### src/rtl/bp_pkg.sv
// Shared types and constants for the 2-bit branch predictor.
package bp_pkg;

  localparam int PC_W          = 32;
  localparam int IDX_W_DEFAULT = 6;

  typedef enum logic [1:0] {
    SNT = 2'b00,
    WNT = 2'b01,
    WT  = 2'b10,
    ST  = 2'b11
  } ctr_e;

endpackage

### src/rtl/sat_counter_2bit.sv
// Saturating next-state function for one 2-bit direction counter.
module sat_counter_2bit
  import bp_pkg::*;
(
  input  ctr_e state_i,
  input  logic taken_i,
  output ctr_e state_o
);

  always_comb begin
    // NOTE: default assignment first so no path leaves state_o unassigned (no latch).
    state_o = state_i;
    unique case (state_i)
      SNT: state_o = taken_i ? WNT : SNT;
      WNT: state_o = taken_i ? WT  : SNT;
      WT:  state_o = taken_i ? ST  : WNT;
      ST:  state_o = taken_i ? ST  : WT;
      default: state_o = state_i;
    endcase
  end

endmodule

### src/rtl/branch_predictor_2bit.sv
// Direct-mapped, tagged 2-bit branch predictor with BTB target and mispredict detection.
// Optional BP_STATS_EN macro builds saturating branch / mispredict counters.
module branch_predictor_2bit
  import bp_pkg::*;
#(
  parameter int IDX_W = IDX_W_DEFAULT
) (
  input  logic            clk_i,
  input  logic            rst_i,
  input  logic [PC_W-1:0] pc_f_i,
  output logic            pred_taken_o,
  output logic [PC_W-1:0] pred_target_o,
  input  logic            upd_valid_i,
  input  logic [PC_W-1:0] upd_pc_i,
  input  logic [PC_W-1:0] upd_target_i,
  input  logic [PC_W-1:0] upd_pred_target_i,
  input  logic            upd_taken_i,
  input  logic            upd_pred_taken_i,
  output logic            mispredict_o,
  output logic [PC_W-1:0] redirect_pc_o,
  output logic [PC_W-1:0] stat_branches_o,
  output logic [PC_W-1:0] stat_mispred_o
);

  localparam int ENTRIES = 1 << IDX_W;
  localparam int TAG_W   = PC_W - IDX_W - 2;

  logic             valid_q  [ENTRIES];
  ctr_e             ctr_q    [ENTRIES];
  logic [TAG_W-1:0] tag_q    [ENTRIES];
  logic [PC_W-1:0]  target_q [ENTRIES];

  logic [IDX_W-1:0] f_idx, u_idx;
  logic [TAG_W-1:0] u_tag;
  logic             f_hit, u_hit;
  ctr_e             ctr_d;

  // Fetch lookup reads the registered table only: a same-cycle update is not visible.
  assign f_idx         = pc_f_i[IDX_W+1:2];
  assign f_hit         = valid_q[f_idx] && (tag_q[f_idx] == pc_f_i[PC_W-1:IDX_W+2]);
  assign pred_taken_o  = f_hit && ctr_q[f_idx][1];
  assign pred_target_o = pred_taken_o ? target_q[f_idx] : pc_f_i + 32'd4;

  assign u_idx = upd_pc_i[IDX_W+1:2];
  assign u_tag = upd_pc_i[PC_W-1:IDX_W+2];
  assign u_hit = valid_q[u_idx] && (tag_q[u_idx] == u_tag);

  sat_counter_2bit u_sat (
    .state_i (ctr_q[u_idx]),
    .taken_i (upd_taken_i),
    .state_o (ctr_d)
  );

  always_ff @(posedge clk_i) begin
    if (rst_i) begin
      for (int i = 0; i < ENTRIES; i++) begin
        // NOTE: non-blocking (<=) for all sequential state so every flop samples pre-edge values.
        valid_q[i] <= 1'b0;
        ctr_q[i]   <= WNT;
      end
    end else if (upd_valid_i) begin
      valid_q[u_idx] <= 1'b1;
      if (u_hit) ctr_q[u_idx] <= ctr_d;
      else       ctr_q[u_idx] <= upd_taken_i ? WT : WNT;
    end
  end

  // NOTE: tag/target storage is not reset; valid_q masks it, keeping it plain RAM.
  always_ff @(posedge clk_i) begin
    if (!rst_i && upd_valid_i) begin
      if (!u_hit)                tag_q[u_idx]    <= u_tag;
      if (!u_hit || upd_taken_i) target_q[u_idx] <= upd_target_i;
    end
  end

  assign mispredict_o  = upd_valid_i &&
                         ((upd_taken_i != upd_pred_taken_i) ||
                          (upd_taken_i && (upd_target_i != upd_pred_target_i)));
  assign redirect_pc_o = upd_taken_i ? upd_target_i : upd_pc_i + 32'd4;

`ifdef BP_STATS_EN
  logic [PC_W-1:0] branches_q, mispred_q;

  always_ff @(posedge clk_i) begin
    if (rst_i) begin
      branches_q <= '0;
      mispred_q  <= '0;
    end else begin
      if (upd_valid_i && (branches_q != '1)) branches_q <= branches_q + 32'd1;
      if (mispredict_o && (mispred_q != '1)) mispred_q  <= mispred_q + 32'd1;
    end
  end

  assign stat_branches_o = branches_q;
  assign stat_mispred_o  = mispred_q;
`else
  assign stat_branches_o = '0;
  assign stat_mispred_o  = '0;
`endif

endmodule
### config.mk
export PLATFORM = sky130hd
export DESIGN_NAME = branch_predictor_2bit
export DESIGN_NICKNAME = d
export VERILOG_FILES = /design/src/rtl/bp_pkg.sv /design/src/rtl/sat_counter_2bit.sv /design/src/rtl/branch_predictor_2bit.sv
export SDC_FILE = /design/constraint.sdc
export NUM_CORES = 2
export LEC_CHECK = 0
export ABC_AREA = 0
export CAP_MARGIN = 20
export CORE_ASPECT_RATIO = 0.75
export CORE_UTILIZATION = 45
export CTS_BUF_LIST = sky130_fd_sc_hd__clkbuf_16
export CTS_CLUSTER_DIAMETER = 200
export DETAILED_ROUTE_END_ITERATION = 10
export SLEW_MARGIN = 20
export SYNTH_ARGS = -nofsm -noshare
export SYNTH_HDL_FRONTEND = slang
export SYNTH_SLANG_ARGS = --single-unit
### constraint.sdc
create_clock -name clk_i -period 9.1 [get_ports clk_i]
set_input_delay 2.275 -clock clk_i [delete_from_list [all_inputs] [get_ports clk_i]]
set_output_delay 2.275 -clock clk_i [all_outputs]
set_load 0.005 [all_outputs]
==> impl_metrics.env <==
export IMPL_synth_cell_types=92
export IMPL_timing_worst_setup_path_type="input pin to output port"
export IMPL_cap_violations=0
export IMPL_rr_endpoint="tag_q[52][1]$_DFFE_PP_"
export IMPL_postSynthCellCount=8329
export IMPL_path_clk_slew_ns=0.06
export IMPL_worst_r2r_setup_slack_ns=3.90
export IMPL_grt_overflow_total=0
export IMPL_timing_final_crit_share_pct=101
export IMPL_synth_edff_count=3712
export IMPL_fp_dieH_um=524
export IMPL_seq_power_share_pct=50.2
export IMPL_clkPwrFrac_pct=40.8
export IMPL_cts_max_level=5
export IMPL_slew_limit_headroom_pct=9.46
export IMPL_setup_viol=25
export IMPL_netlist_area_leader_share_pct=68.1
export IMPL_worst_slack_ns=-0.0879
export IMPL_layout_commonest_cell="sky130_fd_sc_hd__edfxtp_1"
export IMPL_initial_utilization_pct=45.3
export IMPL_finish_net_count=9523
export IMPL_most_common_layout_cells="3712 x sky130_fd_sc_hd__edfxtp_1, 1301 x sky130_fd_sc_hd__mux4_2, 707 x sky130_fd_sc_hd__buf_4"
export IMPL_grt_pass1_vias=95800
export IMPL_clock_latency_of_the_later_clocked_register_in_the_worst_skew_pair_ns=1.07
export IMPL_synth_flop_cell="sky130_fd_sc_hd__edfxtp_1"
export IMPL_grt_usage_pct=35.7
export IMPL_drcViolationCount=0
export IMPL_final_hold_viol_count=0
export IMPL_cell_internal_pwr_w=0.0290
export IMPL_critPathLaunchType="input pin"
export IMPL_routed_via_count=103000
export IMPL_route_final_wire_length_um=665000
export IMPL_wire_length_of_the_first_global_routing_pass_um=878000
export IMPL_reg2reg_depth=13
export IMPL_share_of_cells_above_drive_strength_1_pct=35.3
export IMPL_grt_setup_unrepaired="yes"
export IMPL_num_rows=191
export IMPL_tritoncts="yes"
export IMPL_whs_endpoint="valid_q[14]$_DFF_P_"
export IMPL_regToRegStartpoint="tag_q[47][19]$_DFFE_PP_"
export IMPL_critical_path_max_fanout=7
export IMPL_post_place_cells=13800
export IMPL_clkSinkCount=3776
export IMPL_hold_start="valid_q[14]$_DFF_P_"
export IMPL_power_density_cell_area_nw_per_um2=196
export IMPL_seq_area_frac_synth_pct=68.9
export IMPL_post_layout_total_power_w=0.0382
export IMPL_coreArea_um2=361000
export IMPL_yosys_warnings=0
export IMPL_synth_largest_area_cell="sky130_fd_sc_hd__edfxtp_1"
export IMPL_final_antenna_net_count=0
export IMPL_p_sw_w=0.00923
export IMPL_clock_skew_ns=0.102
export IMPL_fmaxAchievable_mhz=109
export IMPL_postSynthRegisterBits=3776
export IMPL_cts_hold_fix_buffers=0
export IMPL_crit_path_dat_ns=6.91
export IMPL_violations="negative setup slack"
export IMPL_detail_route_vias_per_cell=7.09
export IMPL_io_pins=263
export IMPL_worstHoldPathCells=2
export IMPL_run_status="finished with violations"
export IMPL_port_buffers=198
export IMPL_synth_async_sr_flop_share_pct=0
export IMPL_die_width_um=698
export IMPL_combPwrFrac_pct=8.9
export IMPL_final_max_slew_violation_count=0
export IMPL_cp_data_required_time_ns=6.83
export IMPL_avgSynthCellArea_um2=19.6
export IMPL_hp_class="flip-flop to flip-flop"
export IMPL_clock_period_minus_worst_slack_ns=9.19
export IMPL_clockBufferDepth=4
export IMPL_vdd_drop_max_uv=163
export IMPL_sw_share_pct=24.2
export IMPL_stdcell_count=14600
export IMPL_power_static_leakage_nw=63.0
export IMPL_area_overhead_vs_synth_pct=19.0
export IMPL_synth_area_um2=164000
export IMPL_initial_antenna_violation_count=122
export IMPL_drt_initial_drc_count=21000
export IMPL_dp_final_hpwl_um=456000
export IMPL_post_drt_wl_per_cell_um=45.6
export IMPL_area_enclosed_by_the_die_boundary_um2=366000
export IMPL_endpoint_kind="output port"
export IMPL_cts_root_buf="sky130_fd_sc_hd__clkbuf_16"
export IMPL_grt_max_degree=98
export IMPL_gpl_final_weighted_congestion=1.08
export IMPL_synth_area_leaders="sky130_fd_sc_hd__edfxtp_1 68%, sky130_fd_sc_hd__mux4_2 18%, sky130_fd_sc_hd__mux2i_1 2.1%, sky130_fd_sc_hd__dfxtp_1 0.78%, sky130_fd_sc_hd__a22oi_1 0.70%"
export IMPL_drt_pass1_iter_count=9
export IMPL_cts_buffers_inserted=377
export IMPL_tightestPinTransition_ns=1.35
## worst max-delay path by stage
stage | slack (ns) | from | to
after floorplan | 0.31 | pc_f_i[2] | pred_target_o[15]
after global placement | -0.95 | pc_f_i[2] | pred_target_o[9]
after detailed placement | -0.99 | pc_f_i[2] | pred_target_o[9]
after CTS | 0.03 | pc_f_i[2] | pred_target_o[2]
after global routing | -0.04 | pc_f_i[2] | pred_target_o[2]
final | -0.09 | pc_f_i[2] | pred_target_o[26]
## cell usage after synthesis, drive strengths merged (23+ instances only)
cell type / number
a211oi: 27
a21oi: 83
a221oi: 82
a22o: 31
a22oi: 152
a31oi: 82
and3: 23
buf: 370
clkbuf: 291
dfxtp: 64
edfxtp: 3712
inv: 79
mux2: 111
mux2i: 342
mux4: 1301
nand2: 243
nand2b: 65
nand3: 76
nand4: 38
nor2: 243
nor2b: 30
nor3: 64
nor4: 24
o211ai: 28
o21ai: 178
o22ai: 84
o31ai: 52
or2: 32
xnor2: 65
xor2: 65
## per-stage QoR
| stage | setup WS (ns) | utilization (%) | setup TNS [ns] | hold slack (ns) | cell area, µm² |
|---|---|---|---|---|---|
| 5_1_grt | -0.0417 | 53.9 | -0.276 | 0.504 | 195000 |
| 6_report | -0.0879 | 53.9 | -1.39 | 0.487 | 195000 |
| 3_5_place_dp | -0.991 | 50.3 | -30.90 | 0.472 | 182000 |
| 4_1_cts | 0.0310 | 53.8 | 0 | 0.486 | 194000 |
| 3_3_place_gp | -0.950 | 50.2 | -29.51 | 0.463 | 182000 |
| 2_1_floorplan | 0.307 | - | 0 | 0.452 | 164000 |
## critical path: stages
cell	delay (ns)
sky130_fd_sc_hd__buf_16	0.17
sky130_fd_sc_hd__buf_16	0.16
sky130_fd_sc_hd__buf_4	0.17
sky130_fd_sc_hd__or2_4	0.30
sky130_fd_sc_hd__buf_4	0.15
sky130_fd_sc_hd__o2bb2ai_1	0.16
sky130_fd_sc_hd__a211o_1	0.15
sky130_fd_sc_hd__o22ai_1	0.10
sky130_fd_sc_hd__buf_4	0.21
sky130_fd_sc_hd__a22oi_2	0.42
sky130_fd_sc_hd__xnor2_1	0.14
sky130_fd_sc_hd__or4bb_1	0.60
sky130_fd_sc_hd__or4_4	0.46
sky130_fd_sc_hd__nor4_4	0.29
sky130_fd_sc_hd__buf_12	0.22
sky130_fd_sc_hd__buf_12	0.13
sky130_fd_sc_hd__buf_12	0.12
sky130_fd_sc_hd__mux2_1	0.34
sky130_fd_sc_hd__dlygate4sd2_1	0.28
## final cells by class
type | count | area [µm²]
fillers | 27900 | 167000
flip-flops and latches | 3776 | 113000
well taps | 4825 | 6040
clock inverters | 312 | 2350
diodes | 51 | 128
multi-input cells | 3874 | 48800
repair buffers | 1278 | 14600
clock buffers | 389 | 9730
inverters | 81 | 312
## flip-flops by register name (all words and copies together) (netlist names)
signal,flops
ctr_q,128
target_q,2048
valid_q,64
tag_q,1536
## kinds of logic (layout without fill, tap and decap cells)
family,count (synthesis),in the layout,synth area share (%)
flops,3776,3776,68.9
compound gates,963,963,4.35
fa+ha+maj,2,2,0.0153
mux,1754,1754,20.8
other cells,1,115,0.00229
xor+xnor,130,130,0.696
simple gates,961,961,3.01
buf+inv,742,2060,2.26
## power by group through the flow
stage / clock network, W / logic [W] / registers (W)
floorplan: 0 / 0.00150 / 0.0196
finish: 0.0156 / 0.00341 / 0.0192
global route: 0.0163 / 0.00341 / 0.0192
detailed placement: 0 / 0.00320 / 0.0196
global placement: 0 / 0.00318 / 0.0196
CTS: 0.0156 / 0.00324 / 0.0192
## layer usage
metal,GRT usage (%),part of all wire [%]
met1,50.7,38
met2,46.3,39
met3,17.6,18
met4,14.7,5.0
met5,2.26,0.22
## what timing repair did
action | CTS | global route
pin swaps | 12 | 4
endpoints found under the setup margin | 33 | 32
gates cloned | 12 | 0
buffers inserted | 16 | 4
resized for setup | 82 | 30
(Power assumes the default switching activity.)
